<file path="config.mk">
export PLATFORM = sky130hd
export DESIGN_NAME = pipelined_adder
export DESIGN_NICKNAME = d
export VERILOG_FILES = /design/src/rtl/pipelined_adder.sv
export SDC_FILE = /design/constraint.sdc
export NUM_CORES = 1
export LEC_CHECK = 0
export CAP_MARGIN = 20
export CELL_PAD_IN_SITES_DETAIL_PLACEMENT = 0
export CELL_PAD_IN_SITES_GLOBAL_PLACEMENT = 1
export CORE_AREA = 2 2 194 196
export CTS_CLUSTER_SIZE = 28
export DETAILED_ROUTE_END_ITERATION = 12
export DIE_AREA = 0 0 196 198
export PLACE_DENSITY = 0.8
export SLEW_MARGIN = 20
export SYNTH_ARGS = -nofsm -noshare
export SYNTH_HDL_FRONTEND = slang
export SYNTH_SLANG_ARGS = --single-unit
export TNS_END_PERCENT = 20
</file>
<file path="constraint.sdc">
create_clock -name clk -period 10.4 [get_ports clk]
set_input_delay 2.6 -clock clk [delete_from_list [all_inputs] [get_ports clk]]
set_output_delay 2.6 -clock clk [all_outputs]
set_load 0.03 [all_outputs]
</file>
<file path="src/rtl/pipelined_adder.sv">
// Pipelined WIDTH-bit add/sub, STAGES registered carry segments, valid/ready handshake.
// Define PIPELINED_ADDER_FLAGS_EN to build the overflow/zero/negative flag logic.
module pipelined_adder #(
  parameter int unsigned WIDTH  = 64,
  parameter int unsigned STAGES = 4
) (
  input  logic             clk,
  input  logic             reset,
  input  logic             in_valid,
  output logic             in_ready,
  input  logic [WIDTH-1:0] A,
  input  logic [WIDTH-1:0] B,
  input  logic             CI,
  input  logic             sub,
  output logic             out_valid,
  input  logic             out_ready,
  output logic [WIDTH-1:0] out,
  output logic             CO,
  output logic             overflow,
  output logic             zero,
  output logic             negative
);

  localparam int unsigned C = (STAGES == 0) ? WIDTH : WIDTH / STAGES;
  localparam int unsigned L = (STAGES == 0) ? 0 : STAGES - 1;

  if (STAGES < 1 || STAGES > WIDTH || (WIDTH % STAGES) != 0) begin : g_bad_cfg
    $error("pipelined_adder: STAGES must be in 1..WIDTH and divide WIDTH");
  end

  logic adv;

  // Stage k keeps only the operand bits still to be added and the sum bits already
  // produced, so register widths shrink/grow along the pipe instead of carrying dead bits.
  for (genvar k = 0; k < STAGES; k++) begin : g_stage
    localparam int unsigned IW = WIDTH - k * C;

    logic [IW-1:0]        a_rem;
    logic [IW-1:0]        bv_rem;
    logic                 c_in;
    logic                 v_in;
    logic [C:0]           seg;
    logic [(k+1)*C-1:0]   s_nxt;
    logic [(k+1)*C-1:0]   s_q;
    logic                 c_q;
    logic                 v_q;

    if (k == 0) begin : g_entry
      assign a_rem  = A;
      assign bv_rem = sub ? ~B : B;
      assign c_in   = sub | CI;
      assign v_in   = in_valid;
      assign s_nxt  = seg[C-1:0];
    end else begin : g_link
      assign a_rem  = g_stage[k-1].g_fwd.a_q;
      assign bv_rem = g_stage[k-1].g_fwd.bv_q;
      assign c_in   = g_stage[k-1].c_q;
      assign v_in   = g_stage[k-1].v_q;
      assign s_nxt  = {seg[C-1:0], g_stage[k-1].s_q};
    end

    assign seg = {1'b0, a_rem[C-1:0]} + {1'b0, bv_rem[C-1:0]} + {{C{1'b0}}, c_in};

    // Data only loads with a real operation so bubbles never disturb the held result.
    always_ff @(posedge clk) begin
      if (reset) begin
        v_q <= 1'b0;
        s_q <= '0;
        c_q <= 1'b0;
      end else if (adv) begin
        v_q <= v_in;
        if (v_in) begin
          s_q <= s_nxt;
          c_q <= seg[C];
        end
      end
    end

    if (k < STAGES - 1) begin : g_fwd
      logic [IW-C-1:0] a_q;
      logic [IW-C-1:0] bv_q;

      always_ff @(posedge clk) begin
        if (reset) begin
          a_q  <= '0;
          bv_q <= '0;
        end else if (adv && v_in) begin
          a_q  <= a_rem[IW-1:C];
          bv_q <= bv_rem[IW-1:C];
        end
      end
    end
  end

  assign out_valid = g_stage[L].v_q;
  assign out       = g_stage[L].s_q;
  assign CO        = g_stage[L].c_q;
  assign adv       = !out_valid || out_ready;
  assign in_ready  = adv && !reset;

`ifdef PIPELINED_ADDER_FLAGS_EN
  logic             ovf_q;
  logic             zero_q;
  logic             neg_q;
  logic             cmsb;
  logic [WIDTH-1:0] last_sum;

  assign last_sum = g_stage[L].s_nxt;
  assign cmsb     = g_stage[L].a_rem[C-1] ^ g_stage[L].bv_rem[C-1] ^ g_stage[L].seg[C-1];

  always_ff @(posedge clk) begin
    if (reset) begin
      ovf_q  <= 1'b0;
      zero_q <= 1'b0;
      neg_q  <= 1'b0;
    end else if (adv && g_stage[L].v_in) begin
      ovf_q  <= cmsb ^ g_stage[L].seg[C];
      zero_q <= (last_sum == '0);
      neg_q  <= last_sum[WIDTH-1];
    end
  end

  assign overflow = ovf_q;
  assign zero     = zero_q;
  assign negative = neg_q;
`else
  assign overflow = 1'b0;
  assign zero     = 1'b0;
  assign negative = 1'b0;
`endif

endmodule

</file>
==> results by stage, run 1 <==
Outcome:
- The flow ran to the end, and the final reports show no timing, DRC or antenna violations.

STA:
- The headroom to the max-slew limit is 38.7%.
- The number of max-slew violations in the final report is 0.
- Counting I/O delays and the setup requirement, the final critical path takes 6.60 ns.
- On the final layout, the worst clock skew is 0.00786 ns.
- Setup repair after global routing left no endpoint under its margin.
- Setup violations remaining at the end of the flow were counted as 0.
- At the pin with the least slew margin, the transition time is 0.919 ns.
- The maximum clock frequency is 152 MHz.
- The final setup TNS is 0 ns.
- In the finished design, the share of the clock period the worst path needs comes to 63.4%.
- The final count of hold timing violations was 0.

Floorplan:
- The die covers 0.0388 mm².
- For this configuration, the core starts out at a cell density of 43.2%.
- The floorplan has 71 rows.
- After floorplanning, the core was sized to cover 0.0370 mm².
- The overall die height is 198 µm.
- The floorplan die width is 196 µm.
- The number of I/O pins is 204.

Finish:
- The post-route netlist has 4.71% of its cells at a drive strength greater than 1.
- The final standard cell count with taps included and fillers excluded is 2620.
- The number of nets in the finished design is 2317.
- The count of fill cells added during filler insertion is 3599.
- The growth of design area from synthesis to finish is 21.7%.
- The area used by sequential logic in the layout is 0.00721 mm².
- The area of combinational cells with multiple inputs is 0.00815 mm².

Global routing:
- The global-route wire length before repair is 66.3 mm.
- The total grt overflow is 0.
- The largest net degree at the start of global routing is 121.
- Global routing used 20.7% of the available tracks.
- The initial antenna violation count is 1.
- The number of global-route vias before repair is 13080.

Setup path:
- At the worst endpoint, the required time is 7.80 ns.
- The critical path data arrival time is 4.00 ns.
- The critical path class is in -> out.
- The element type at the critical path start is an input port.
- The worst-path maximum fanout is 5.
- STA classifies the critical path endpoint as an output port.

Logic synthesis:
- Dividing the synthesized area by the synthesized cell count gives 8.00 µm².
- The number of synthesized flops with an enable pin is 0.
- For this run, asynchronously set or reset flops after synthesis account for 0%.
- The most used flip-flop cell after synthesis is sky130_fd_sc_hd__dfxtp_1.
- Yosys attributes the largest share of cell area to sky130_fd_sc_hd__dfxtp_1 45%, sky130_fd_sc_hd__nand2_1 13%, sky130_fd_sc_hd__a21oi_1 9.7%, sky130_fd_sc_hd__ha_1 4.7%, sky130_fd_sc_hd__xnor2_1 3.4%.
- The sequential cell area fraction in the yosys report is 45.1%.
- The number of distinct standard cells referenced by the synthesized netlist is 71.
- Counting flops and latches in the post-synthesis netlist gives 360.
- The synthesized netlist cell count is 1997.
- The library cell occupying the most area in the post-synthesis netlist is sky130_fd_sc_hd__dfxtp_1.
- After synthesis, the largest area contributor takes up 45.1% of total cell area.
- The post-synthesis instance area is 0.0160 mm².
- The Yosys warning count is 0.

Drt:
- The violation count after the first detailed-route iteration is 641.
- For this run, the detailed router's first-pass iteration total came to 5.
- In the routed design, unresolved DRC markers number 0.
- The routed wire length per instance is 15.5 µm.
- The detail route stage leaves a number of antenna-violating nets equal to 0.
- The average vias per placed instance is 5.25.
- The post-detailed-routing wire length is 40.5 mm.
- The final route contains 13748 vias.

Clock network:
- TritonCTS built the clock tree.
- Once the clock tree was built, the setup fixing pass inserted 0 buffers.
- The H-tree was split into 2 levels.
- The clock root buffer is sky130_fd_sc_hd__clkbuf_16.
- The number of clock sinks is 360.
- The largest buffer count on any clock path is 3.
- In this run, CTS created clock tree buffers numbering 40.
- The number of gates resized after CTS is 0.
- The clock network latency to the later pin of the worst-skew pair is 0.53 ns.
- The quantity of hold-fixing buffers added after cts is 0.
- After clock tree synthesis, the clock-pin slew on the worst setup and hold paths is 0.06 ns.

Pwr:
- Net switching is 24.3% of the power.
- The power dissipated by switching net loads is 0.779 mW.
- The total power is 3.20 mW.
- In this run the power density over the cells is 165 mW/mm².
- The clock network accounts for 43.7% of the total power.
- The leakage power is 6.98 nW.
- The proportion of power drawn by flip-flops and latches is 45.6%.
- The cell-internal power is 2.43 mW.
- Across the VDD grid, the largest voltage drop is 96.5 µV.
- The combinational group share of total power is 10.8%.

Placement:
- The number of instances in the placed design is 2547.
- Port buffering added 200 buffers.
- The weighted congestion at the end of routability-driven global placement is 0.871.
- The final HPWL from detailed placement is 26.7 mm.

Flow run:
- Max-cap violations in this run came to 0.

Min path:
- The min-delay analysis places its worst path in the category reg -> reg.
==> registers in the layout, summed over array words and instances (netlist names) <==
name / cells
CO: 1
out_valid: 1
g_stage.g_fwd.a_q: 96
g_stage.v_q: 3
g_stage.g_fwd.bv_q: 96
g_stage.c_q: 3
out: 64
g_stage.s_q: 96
==> area by class of cell <==
cell class | count | share of cell area, %
Antenna cell | 1 | 0.0129
Clock inverter | 13 | 0.734
Clock buffer | 59 | 5.99
Timing Repair Buffer | 213 | 10.8
Multi-Input combinational cell | 1478 | 41.9
Tap cell | 474 | 3.05
Sequential cell | 360 | 37.1
Inverter | 22 | 0.425
==> through the flow <==
stage	hold WS, ns	utilization (%)	area, µm²	setup slack (ns)
final	0.445	52.6	19400	3.80
after floorplan	0.427	-	16000	4.00
after global placement	0.436	49.1	18100	3.81
after global routing	0.461	52.6	19400	3.72
after CTS	0.449	52.6	19400	3.81
after detailed placement	0.442	49.1	18100	3.81
==> cells in the final DEF (no fill, tap or decap), types with 8 or more instances in the layout <==
cell type | netlist | routed
sky130_fd_sc_hd__inv_1 | 21 | 21
sky130_fd_sc_hd__ha_1 | 60 | 60
sky130_fd_sc_hd__clkinv_2 | 0 | 9
sky130_fd_sc_hd__a21o_1 | 16 | 16
sky130_fd_sc_hd__clkdlybuf4s50_1 | 0 | 198
sky130_fd_sc_hd__a211oi_1 | 68 | 68
sky130_fd_sc_hd__clkbuf_1 | 75 | 11
sky130_fd_sc_hd__buf_4 | 4 | 14
sky130_fd_sc_hd__nand2_1 | 562 | 558
sky130_fd_sc_hd__o21ai_1 | 8 | 8
sky130_fd_sc_hd__fa_1 | 8 | 8
sky130_fd_sc_hd__clkbuf_16 | 0 | 41
sky130_fd_sc_hd__nor3_1 | 26 | 26
sky130_fd_sc_hd__o21a_1 | 8 | 8
sky130_fd_sc_hd__xor2_1 | 19 | 19
sky130_fd_sc_hd__o21ai_0 | 34 | 34
sky130_fd_sc_hd__o21bai_1 | 10 | 10
sky130_fd_sc_hd__nor2_1 | 109 | 109
sky130_fd_sc_hd__a21oi_1 | 311 | 311
sky130_fd_sc_hd__xnor2_1 | 62 | 62
sky130_fd_sc_hd__nand3_1 | 45 | 45
sky130_fd_sc_hd__dfxtp_1 | 360 | 360
==> critical path, stage by stage <==
cell and delay [ns]:
sky130_fd_sc_hd__clkdlybuf4s50_1 0.41, sky130_fd_sc_hd__nor2b_1 0.30, sky130_fd_sc_hd__nor2_1 0.07, sky130_fd_sc_hd__clkdlybuf4s50_1 0.62
==> cell families after synthesis <==
group / after synthesis / share of synthesized area, %
compound gates: 528 / 20.2
xor+xnor: 81 / 4.44
fa+ha+maj: 68 / 5.70
buf+inv: 161 / 4.10
flops: 360 / 45.1
mux: 1 / 0.0627
other cells: 1 / 0.0235
simple gates: 797 / 20.4
==> cell usage after synthesis, types with 4 or more instances <==
library cell               count
sky130_fd_sc_hd__o21ai_1       8
sky130_fd_sc_hd__o311ai_0      7
sky130_fd_sc_hd__fa_1          8
sky130_fd_sc_hd__clkbuf_1     75
sky130_fd_sc_hd__and2_1        9
sky130_fd_sc_hd__a211oi_1     68
sky130_fd_sc_hd__buf_2        26
sky130_fd_sc_hd__o31ai_1       5
sky130_fd_sc_hd__o21ai_0      34
sky130_fd_sc_hd__a21o_1       16
sky130_fd_sc_hd__nand3_1      45
sky130_fd_sc_hd__a211oi_2      4
sky130_fd_sc_hd__nor4_1        5
sky130_fd_sc_hd__nand2_1     562
sky130_fd_sc_hd__nand4_1       6
sky130_fd_sc_hd__o21bai_1     10
sky130_fd_sc_hd__and3_1        4
sky130_fd_sc_hd__or3_1         6
sky130_fd_sc_hd__a31oi_1       6
sky130_fd_sc_hd__o211ai_1      7
sky130_fd_sc_hd__o21a_1        8
sky130_fd_sc_hd__ha_1         60
sky130_fd_sc_hd__buf_1        32
sky130_fd_sc_hd__a21oi_1     311
sky130_fd_sc_hd__nand2b_1      7
sky130_fd_sc_hd__dfxtp_1     360
sky130_fd_sc_hd__nor3_1       26
sky130_fd_sc_hd__nor2_1      109
sky130_fd_sc_hd__xnor2_1      62
sky130_fd_sc_hd__and4_1        5
sky130_fd_sc_hd__inv_1        21
sky130_fd_sc_hd__xor2_1       19
sky130_fd_sc_hd__buf_4         4
==> worst paths after layout <==
check | depth (start not counted) | to | slack (ns) | startpoint
hold / removal | 2 | g_stage[2].s_q[16] | 0.44 | g_stage[1].s_q[16]
hold reg to reg | 2 | g_stage[2].s_q[16] | 0.44 | g_stage[1].s_q[16]
setup reg to reg | 7 | g_stage[0].c_q | 7.55 | out_valid
setup / recovery | 4 | in_ready | 3.80 | out_ready
==> power groups by stage <==
stage                     logic, mW  registers (mW)  clock network, mW
final                         0.345            1.46               1.40
after global routing          0.387            1.47               1.49
after CTS                     0.349            1.46               1.44
after detailed placement      0.347            1.49                  0
after global placement        0.343            1.49                  0
after floorplan               0.234            1.48                  0
==> routing by layer <==
layer,vias up,global-route usage (%),part of all wire (%)
met5,-,0,0
met4,0,6.20,2.6
met3,68,3.10,4.4
met2,251,35.7,47
met1,6366,26.9,46
li1,7063,-,-
(Power assumes the default switching activity.)
==> inputs of run 2 (changes only) <==
--- a/config.mk
+++ b/config.mk
@@ -8,11 +8,11 @@
 export CAP_MARGIN = 20
 export CELL_PAD_IN_SITES_DETAIL_PLACEMENT = 0
 export CELL_PAD_IN_SITES_GLOBAL_PLACEMENT = 1
-export CORE_AREA = 2 2 194 196
+export CORE_AREA = 2 2 211 213
 export CTS_CLUSTER_SIZE = 28
 export DETAILED_ROUTE_END_ITERATION = 12
-export DIE_AREA = 0 0 196 198
-export PLACE_DENSITY = 0.8
+export DIE_AREA = 0 0 213 215
+export PLACE_DENSITY = 0.71
 export SLEW_MARGIN = 20
 export SYNTH_ARGS = -nofsm -noshare
 export SYNTH_HDL_FRONTEND = slang
==> constraint.sdc (replaced) <==
create_clock -name clk -period 5.93 [get_ports clk]
set_input_delay 1.4825 -clock clk [delete_from_list [all_inputs] [get_ports clk]]
set_output_delay 1.4825 -clock clk [all_outputs]
set_load 0.03 [all_outputs]
==> run 2 against run 1 <==
Effect of this change: count of clock-buffer cells in the layout increased by 1; first-iteration DRC count increased by 14%; routed wire length increased by 5.9%; sequential cell count unchanged; worst hold slack improved by 0.00075 ns.
==> results by stage, run 2 (same netlist as run 1, synthesis figures left out) <==
Pwr:
- For this design the static power due to leakage is 7.08 nW.
- The maximum VDD drop is 167 µV.
- Of the total power, combinational logic draws 10.5%.
- For this design the total switching power over the nets is 1.42 mW.
- The total power is 5.86 mW.
- The share of total power dissipated in the clock network is 45.9%.
- The internal power of the cells totals 4.44 mW.
- The proportion of power drawn by flip-flops and latches is 43.7%.
- The share of total power consumed by net switching is 24.3%.
- Power spread over the standard cell area amounts to 296 mW/mm².

Drt:
- In this run the remaining antenna-violating nets after routing total 0.
- The number of vias in the routed layout is 13635.
- For this run, design rule violations remaining after detail routing come to 0.
- Dividing the detail-routed via count by the number of cells gives 4.97.
- The violation count after the first detailed-route iteration is 732.
- The detailed-router iteration count before antenna repair is 5.
- The post-detailed-routing wire length is 42.9 mm.
- After detailed routing, the average wire length per cell comes to 15.6 µm.

Placement:
- The count of input and output buffers is 200.
- Routability-driven placement finished with a final weighted congestion of 0.843.
- The final HPWL from detailed placement is 28.6 mm.

STA:
- The final count of hold timing violations came to 0.
- The maximum clock frequency is 230 MHz.
- The final count of negative-setup-slack endpoints is 0.
- Setup repair after global routing left no endpoint under its margin.
- The final setup TNS is 0 ns.
- The clock skew is 0.0181 ns.
- The slew of the pin with the lowest slew margin is 1.02 ns.
- The shortest period the worst path allows is 4.35 ns.
- The headroom to the max-slew limit is 31.8%.
- The number of max-slew violations in the final report is 0.
- After layout, the worst path uses 73.4% of the clock period.

Global routing:
- The number of global-route vias before repair came to 13274.
- After global routing the overflow that remains totals 0.
- In the global route stage, overall resource usage came out at 18.6%.
- The global-route wire length before repair is 69.2 mm.
- The largest net degree at the start of global routing is 207.
- The initial antenna violation count was 1.

Setup path:
- The element type at the critical path start is an input port.
- The launching point of the worst reg2reg path is g_stage[0].c_q.
- The setup path with the least slack is of type in -> out.
- The data required time of the critical path is 4.45 ns.
- The signal on the critical path passes through clkdlybuf4s50_1, nor2b_1, nor2_1, clkdlybuf4s50_1.
- The delay of the slowest cell on the worst path is 0.60 ns.
- Counting cells, the worst reg-to-reg path comes to 8.
- In this run the worst path has a maximum fanout of 5.
- In this run the critical register-to-register path is captured at g_stage[1].c_q.
- The most numerous cell type found on the critical path is sky130_fd_sc_hd__clkdlybuf4s50_1.
- The capture point of the worst path is in_ready.
- The register-to-register setup slack is 3.16 ns.
- For this design, the slowest cell found on the critical path is sky130_fd_sc_hd__clkdlybuf4s50_1.
- STA classifies the critical path endpoint as an output port.
- The startpoint of the worst setup timing path is out_ready.
- At the worst endpoint, the arrival time is 2.87 ns.

Floorplan:
- The area enclosed by the die boundary is 0.0458 mm².
- The initialized floorplan defines 77 standard-cell rows.
- The number of I/O pins is 204.
- Measured along the x axis, the die boundary spans 213 µm.
- The effective utilization at floorplan is 36.6%.
- The die is 215 µm tall.
- The core box area is 0.0436 mm².

Flow run:
- Across the run, the number of max-cap violations was 0.

Clock network:
- The number of buffers added by the clock tree synthesis step is 41.
- The H-tree depth is 2.
- After clock tree synthesis, the clock-pin slew on the worst setup and hold paths is 0.05 ns.
- The post-CTS setup repair buffer count is 0.
- Post-CTS repair changed the size of 0 cells.
- CTS saw 360 sinks.
- TritonCTS built the clock tree.
- The quantity of hold-fixing buffers added after cts is 0.
- The later pin in the worst-skew pair is clocked with a latency of 0.56 ns.
- The clock root buffer is sky130_fd_sc_hd__clkbuf_16.
- The clock passes through at most 3 buffers.

Finish:
- The fraction of layout instances using a drive strength above 1 is 5.25%.
- For this run, the post-layout net count is 2323.
- Relative to the synthesized area, the layout overhead comes to 23.8%.
- The largest registers in the layout are g_stage.g_fwd.a_q (96), g_stage.g_fwd.bv_q (96), g_stage.s_q (96).
- The number of diodes added for antenna fixing is 0.
- In the layout the commonest cells are 558 x sky130_fd_sc_hd__nand2_1, 360 x sky130_fd_sc_hd__dfxtp_1, 311 x sky130_fd_sc_hd__a21oi_1.
- The library cell used most frequently in the layout, excluding fill and tap cells, is sky130_fd_sc_hd__nand2_1.

Min path:
- The kind of path behind the tightest hold check is reg -> reg.

Outcome:
- The run finished with clean final reports.
## run 2: through the flow
step | hold slack (ns) | setup WS, ns | util [%] | cells | cell area [µm²]
6_report | 0.446 | 1.58 | 45.3 | 2745 | 19800
4_1_cts | 0.451 | 1.56 | 45.3 | 2745 | 19800
2_1_floorplan | 0.427 | 1.67 | - | 1999 | 16000
3_5_place_dp | 0.441 | 1.57 | 42.0 | 2670 | 18300
5_1_grt | 0.461 | 1.46 | 45.3 | 2745 | 19800
3_3_place_gp | 0.436 | 1.60 | 42.0 | 2670 | 18300
## run 2: critical path, delay by kind of cell
kind | cells | cell delay [ns]
simple gates | 2 | 0.36
buf+inv | 2 | 1.02
## run 2: layout make-up
class	instances	area, µm²
fill	4354	23900
multi-input combinational	1478	8150
sequential	360	7210
timing repair buffer	218	2150
clock buffer	60	1240
tap	592	741
clock inverter	15	213
inverter	22	82.6
## run 2: worst min-delay path by stage
stage | start | endpoint | slack [ns] | cells after the start
floorplan | g_stage[0].s_q[13] | g_stage[1].s_q[13] | 0.43 | 2
global placement | g_stage[1].s_q[2] | g_stage[2].s_q[2] | 0.44 | 2
detailed placement | g_stage[2].s_q[46] | out[46] | 0.44 | 2
CTS | g_stage[2].s_q[46] | out[46] | 0.45 | 2
global route | g_stage[1].s_q[29] | g_stage[2].s_q[29] | 0.46 | 2
finish | g_stage[0].g_fwd.bv_q[18] | g_stage[1].g_fwd.bv_q[2] | 0.45 | 2
## run 2: power by group through the flow
stage	sequential, mW	clock, mW	combinational [mW]
final	2.56	2.69	0.613
after CTS	2.56	2.76	0.622
after global placement	2.61	0	0.612
after floorplan	2.60	0	0.410
after global routing	2.57	2.86	0.689
after detailed placement	2.61	0	0.619
## run 2: metal layers
metal,vias up,share of wire [%],GRT usage [%]
li1,7065,-,-
met1,6278,47,24.8
met2,241,46,31.0
met3,49,4.4,3.05
met4,2,1.8,5.29
met5,-,0.030,0
